[config.mk]
export PLATFORM = sky130hd
export DESIGN_NAME = rep_burst_gen
export DESIGN_NICKNAME = d
export VERILOG_FILES = /design/src/rtl/rep_burst_pkg.sv /design/src/rtl/rep_burst_gen_rise_det.sv /design/src/rtl/rep_burst_gen.sv
export SDC_FILE = /design/constraint.sdc
export NUM_CORES = 1
export LEC_CHECK = 0
export BUFFER_PORTS_ARGS = -buffer_cell sky130_fd_sc_hd__buf_2
export CAP_MARGIN = 20
export CORE_AREA = 2 2 39 41
export CTS_BUF_LIST = sky130_fd_sc_hd__clkbuf_4 sky130_fd_sc_hd__clkbuf_8
export CTS_CLUSTER_SIZE = 12
export DETAILED_ROUTE_END_ITERATION = 7
export DIE_AREA = 0 0 41 43
export PLACE_DENSITY_LB_ADDON = 0.15
export SKIP_CTS_REPAIR_TIMING = 1
export SYNTH_ARGS = -nofsm -noshare
export SYNTH_HDL_FRONTEND = slang
export SYNTH_SLANG_ARGS = --single-unit
export TNS_END_PERCENT = 20
[constraint.sdc]
create_clock -name clk -period 2.8 [get_ports clk]
set_input_delay 0 -clock clk [delete_from_list [all_inputs] [get_ports clk]]
set_output_delay 0 -clock clk [all_outputs]
set_load 0.01 [all_outputs]
[src/rtl/rep_burst_pkg.sv]
// ---------------------------------------------------------------------------
// rep_burst_pkg
// Shared definitions for the repeated-burst generator:
//   - burst_state_t : FSM state encoding (IDLE, PULSE, GAP, TAIL)
//   - REP_N_DEF     : default number of pulses per burst
//   - GAP_W_DEF     : default width of the gap input
// ---------------------------------------------------------------------------
package rep_burst_pkg;

  localparam int REP_N_DEF = 3;
  localparam int GAP_W_DEF = 4;

  typedef enum logic [1:0] {
    ST_IDLE  = 2'd0,
    ST_PULSE = 2'd1,
    ST_GAP   = 2'd2,
    ST_TAIL  = 2'd3
  } burst_state_t;

endpackage

[src/rtl/rep_burst_gen_rise_det.sv]
// ---------------------------------------------------------------------------
// rise_det
// Rising-edge detector: rise = d & ~d_q, where d_q is a registered copy of d.
// The registered copy resets to 0, so an input held high through reset
// produces one rise on the first clock after reset is released.
// Ports:
//   clk  : clock, posedge
//   rst  : synchronous active-high reset
//   d    : input to watch
//   rise : combinational rising-edge indication
// ---------------------------------------------------------------------------
module rise_det (
  input  logic clk,
  input  logic rst,
  input  logic d,
  output logic rise
);

  logic r_dq;

  // Delayed copy of the input, cleared by reset.
  always_ff @(posedge clk) begin
    if (rst) begin
      r_dq <= 1'b0;
    end else begin
      r_dq <= d;
    end
  end

  assign rise = d & ~r_dq;

endmodule

[src/rtl/rep_burst_gen.sv]
// ---------------------------------------------------------------------------
// rep_burst_gen
// On a rising edge of a (sampled in IDLE) emits REP_N pulses on b separated
// by max(gap,1) low cycles; the last pulse lasts two cycles. done pulses for
// one cycle after the burst, ovr pulses for one cycle when a rise arrives
// while a burst is still running (that rise is dropped).
// Parameters:
//   REP_N : pulses per burst (1..15)
//   GAP_W : width of gap
// Ports:
//   clk  : clock, posedge
//   rst  : synchronous active-high reset
//   a    : trigger
//   gap  : b-low cycles between pulses, sampled with the trigger
//   b    : burst output (registered)
//   busy : burst in progress (registered)
//   done : one-cycle pulse after the burst (registered)
//   ovr  : one-cycle pulse for a dropped trigger (registered)
// Optional macro REP_BURST_GEN_ASSERT_EN compiles embedded concurrent
// assertions; behaviour is identical with or without it.
// ---------------------------------------------------------------------------
module rep_burst_gen
  import rep_burst_pkg::*;
#(
  parameter int REP_N = REP_N_DEF,
  parameter int GAP_W = GAP_W_DEF
) (
  input  logic             clk,
  input  logic             rst,
  input  logic             a,
  input  logic [GAP_W-1:0] gap,
  output logic             b,
  output logic             busy,
  output logic             done,
  output logic             ovr
);

  // Pulse counter must reach REP_N without wrapping.
  localparam int PCNT_W = (REP_N < 2) ? 1 : $clog2(REP_N + 1);

  burst_state_t      r_state;
  logic [PCNT_W-1:0] r_pcnt;
  logic [GAP_W-1:0]  r_gcnt;
  logic [GAP_W-1:0]  r_gapQ;
  logic              r_b;
  logic              r_busy;
  logic              r_done;
  logic              r_ovr;
  logic              w_rise;

  rise_det u_rise_det (
    .clk  (clk),
    .rst  (rst),
    .d    (a),
    .rise (w_rise)
  );

  // Burst sequencer. Outputs are registered alongside the state so that b and
  // busy always match the state they describe. gap is latched only on the
  // accepted trigger (a zero gap becomes 1 so pulses never merge), which keeps
  // later changes on gap out of the running burst. Any rise seen outside IDLE
  // is dropped and flagged on ovr.
  always_ff @(posedge clk) begin
    if (rst) begin
      r_state <= ST_IDLE;
      r_pcnt  <= '0;
      r_gcnt  <= '0;
      r_gapQ  <= '0;
      r_b     <= 1'b0;
      r_busy  <= 1'b0;
      r_done  <= 1'b0;
      r_ovr   <= 1'b0;
    end else begin
      r_done <= 1'b0;
      r_ovr  <= w_rise && (r_state != ST_IDLE);
      case (r_state)
        ST_IDLE: begin
          if (w_rise) begin
            r_state <= ST_PULSE;
            r_pcnt  <= PCNT_W'(1);
            r_gapQ  <= (gap == '0) ? GAP_W'(1) : gap;
            r_b     <= 1'b1;
            r_busy  <= 1'b1;
          end
        end
        ST_PULSE: begin
          if (r_pcnt == PCNT_W'(REP_N)) begin
            r_state <= ST_TAIL;
            r_b     <= 1'b1;
          end else begin
            r_state <= ST_GAP;
            r_gcnt  <= r_gapQ;
            r_b     <= 1'b0;
          end
        end
        ST_GAP: begin
          if (r_gcnt == GAP_W'(1)) begin
            r_state <= ST_PULSE;
            r_pcnt  <= r_pcnt + 1'b1;
            r_b     <= 1'b1;
          end else begin
            r_gcnt  <= r_gcnt - 1'b1;
          end
        end
        ST_TAIL: begin
          r_state <= ST_IDLE;
          r_b     <= 1'b0;
          r_busy  <= 1'b0;
          r_done  <= 1'b1;
        end
        default: begin
          r_state <= ST_IDLE;
          r_b     <= 1'b0;
          r_busy  <= 1'b0;
        end
      endcase
    end
  end

  assign b    = r_b;
  assign busy = r_busy;
  assign done = r_done;
  assign ovr  = r_ovr;

`ifdef REP_BURST_GEN_ASSERT_EN
  // An accepted trigger is a rise seen while IDLE; dropped rises do not
  // start the burst-shape check.
  logic w_start;
  assign w_start = w_rise && (r_state == ST_IDLE);

  property p_burstShape;
    @(posedge clk) disable iff (rst) w_start |-> b[->REP_N] ##1 b;
  endproperty

  property p_firstPulse;
    @(posedge clk) disable iff (rst) w_start |=> b;
  endproperty

  property p_doneNotBusy;
    @(posedge clk) disable iff (rst) !(done && busy);
  endproperty

  a_burstShape:  assert property (p_burstShape);
  a_firstPulse:  assert property (p_firstPulse);
  a_doneNotBusy: assert property (p_doneNotBusy);
`endif

endmodule

==> flow_metrics.py <==
metrics = {
    "outcome": {
        "status": "complete, no violations",
    },
    "placed_design": {
        "finalWeightedCongestion": 0.708,
        "dp_hpwl_um": 933,
        "place_worst_setup_slack_ns": 1.25,
        "port_buffers": 10,
    },
    "cells_and_area": {
        "drive_gt1_share_pct": 20.2,
        "diodes": 0,
        "mostFrequentLayoutCell": "sky130_fd_sc_hd__dfxtp_1",
        "design.final.nets": 110,
        "areaGrowthSynthToFinish_pct": 16.3,
        "mostFrequentLayoutCells": "sky130_fd_sc_hd__dfxtp_1 (16), sky130_fd_sc_hd__nor2_1 (15), sky130_fd_sc_hd__buf_2 (10)",
    },
    "critical_path": {
        "timing.critical_path.fanout_max": 7,
        "cp_slowest_stage_delay_ns": 0.42,
        "crit_family": "compound AO/OA/AOI/OAI gates",
        "crit_path_top_delay_cell": "sky130_fd_sc_hd__or3b_1",
        "critical_path_arrival_ns": 1.79,
        "crit_buf_inv": 0,
        "worstSetupStartpointType": "register",
        "timing_worst_setup_path_type": "register to register",
        "worstPathCellList": "ha_1 -> or3b_1 -> a21boi_4 -> o21ai_0 -> a21oi_1",
        "setup.worst_path.end_class": "register",
        "critical_path_required_ns": 3.03,
    },
    "flow_run": {
        "max_cap_viol_count": 0,
    },
    "worst_hold_path": {
        "min_path_type": "input pin to register",
    },
    "power_and_ir_drop": {
        "internal_power_w": 0.000360,
        "static-leakage-power_nw": 0.358,
        "seq_power_share_pct": 52.0,
        "ir_drop_v": 0.000395,
        "share_clk_of_total_power_pct": 31.5,
        "power_density_nw_per_um2": 559,
        "power.switching_fraction_pct": 26.4,
        "portion_of_total_power_attributed_to_combinational_logic_pct": 16.5,
        "net-switching-power_w": 0.000129,
        "power.total_w": 0.000489,
    },
    "die": {
        "initial_utilization_pct": 54.4,
        "io_pins": 11,
        "fp.dieArea_um2": 1760,
        "rows": 14,
        "core-area_um2": 1380,
        "fp.dieW_um": 41,
        "die-height_um": 43,
    },
    "synthesis": {
        "synth-edff-count": 0,
        "syn-instance-count": 85,
        "synth-seq-cells": 16,
        "total_nets_after_synthesis": 95,
        "synth_area_per_cell_um2": 8.86,
        "synth_top_flop_cell": "sky130_fd_sc_hd__dfxtp_1",
        "ys_warn_count": 0,
        "mappedNetlistArea_um2": 753,
        "ys_types": 27,
        "yosysSeqAreaShare_pct": 42.5,
        "async_reset_ff_share_pct": 0,
    },
    "grt": {
        "grt_max_degree": 18,
        "grt_overflow_total": 0,
        "grt_antenna_before_repair": 0,
        "grt_first_pass_wirelength_um": 2130,
        "grt_pass1_vias": 489,
        "global_route.usage.total_pct": 19.0,
    },
    "route": {
        "drt_drc_violations_left": 0,
        "drt.antenna.violating_nets": 0,
        "drt_wl_total_um": 1340,
        "wire_per_inst_um": 11.6,
        "drt-vias-per-instance": 5.29,
        "initial_detailed_routing_violation_count": 12,
        "detailedRoute.firstPassIterationCount": 2,
        "via_count": 608,
    },
    "clock_tree": {
        "clock_sinks": 16,
        "tritoncts.num_buffers": 3,
        "tritoncts": "done",
        "worst_setup_hold_path_clk_slew_ns": 0.09,
        "clockBufferDepth": 2,
        "clk-insertion-delay-late_ns": 0.29,
        "clock_tree_root_driver_cell": "sky130_fd_sc_hd__clkbuf_4",
        "h-tree-depth": 1,
    },
    "sta": {
        "unrepaired_setup_endpoints_after_global_routing": "no",
        "maxSlewHeadroom_pct": 58.6,
        "clock_skew_ns": 0.00317,
        "finalCriticalPeriod_ns": 1.56,
        "timing.setup.tns_ns": 0,
        "pins_over_slew_limit": 0,
        "setup_ws_ns": 1.24,
        "report.final.hold_viol_count": 0,
        "tightest_slew_ns": 0.618,
        "report.final.setup_viol": 0,
        "final_min_period_over_clock_period_pct": 55.6,
        "fmaxAchievable_ghz": 0.643,
    },
}
-- per-stage QoR --
| step | util (%) | hold WS [ns] | area [µm²] | std cells |
|---|---|---|---|---|
| 2_1_floorplan | - | 0.128 | 753 | 85 |
| 3_3_place_gp | 57.8 | 0.228 | 800 | 107 |
| 3_5_place_dp | 57.8 | 0.239 | 800 | 107 |
| 4_1_cts | 60.4 | -0.0763 | 836 | 111 |
| 5_1_grt | 63.3 | 0.0340 | 876 | 115 |
| 6_report | 63.3 | 0.00784 | 876 | 115 |
-- power groups by stage --
stage / registers, W / clock network, W / logic, W
final: 0.000255 / 0.000154 / 0.0000807
after global routing: 0.000257 / 0.000164 / 0.0000915
after CTS: 0.000255 / 0.000158 / 0.0000769
after detailed placement: 0.000260 / 0 / 0.0000767
after global placement: 0.000260 / 0 / 0.0000756
after floorplan: 0.000257 / 0 / 0.0000628
-- per-layer routing --
metal  wire length [µm]  track usage, %  share of wire (%)  vias up
li1                   -               -                  -      322
met1                634            25.1                 47      269
met2                593            22.8                 44       12
met3                 51            6.28                3.8        5
met4                 58            18.0                4.3        0
met5                  0               0                  0        -
-- worst register-to-register path, delay by kind of cell (launching register included) --
| family | cells | cell delay, ns |
|---|---|---|
| adders and majority gates | 1 | 0.18 |
| and+or+nand+nor | 1 | 0.42 |
| DFF | 1 | 0.40 |
| AOI/OAI and AO/OA | 3 | 0.50 |
-- synthesized netlist by cell type, drive strengths merged (3+ instances only) --
library cell	count	share of area, %
or3b	3	3.5
nor2	16	8.3
nor3	6	4.7
a21oi	7	5.1
inv	3	1.5
ha	3	5.0
o21ai	3	2.0
nand2	5	2.5
mux2i	4	5.3
dfxtp	16	43
-- flip-flops by register name (all words and copies together), names as in the netlist --
| name | count |
|---|---|
| r_gapQ | 4 |
| r_gcnt | 4 |
| r_pcnt | 2 |
| r_state | 2 |
| busy | 1 |
| done | 1 |
| ovr | 1 |
| u_rise_det.r_dq | 1 |
-- kinds of logic after synthesis --
family,Yosys count,synth area share [%]
adder cells (fa/ha/maj),3,4.98
AND/OR/NAND/NOR,38,26.4
multiplexers,4,5.32
buffers and inverters,7,4.65
AO/OA/AOI/OAI,17,16.1
flip-flops,16,42.5
-- worst paths after layout --
| kind | slack [ns] | depth (start not counted) | from | to |
|---|---|---|---|---|
| max | 1.24 | 5 | r_gcnt[0] | r_gcnt[3] |
| min | 0.008 | 3 | gap[0] | r_gapQ[0] |
| max reg2reg | 1.24 | 5 | r_gcnt[0] | r_gcnt[3] |
| min reg2reg | 0.49 | 1 | r_pcnt[0] | r_pcnt[0] |
-- layout make-up --
type,count,area (µm²)
inverters,3,11.3
repair buffers,14,90.1
multi-input cells,62,398
well taps,16,20.0
clock buffers,4,36.3
flip-flops and latches,16,320
fillers,126,508
Power figures use the tool's default switching activity.
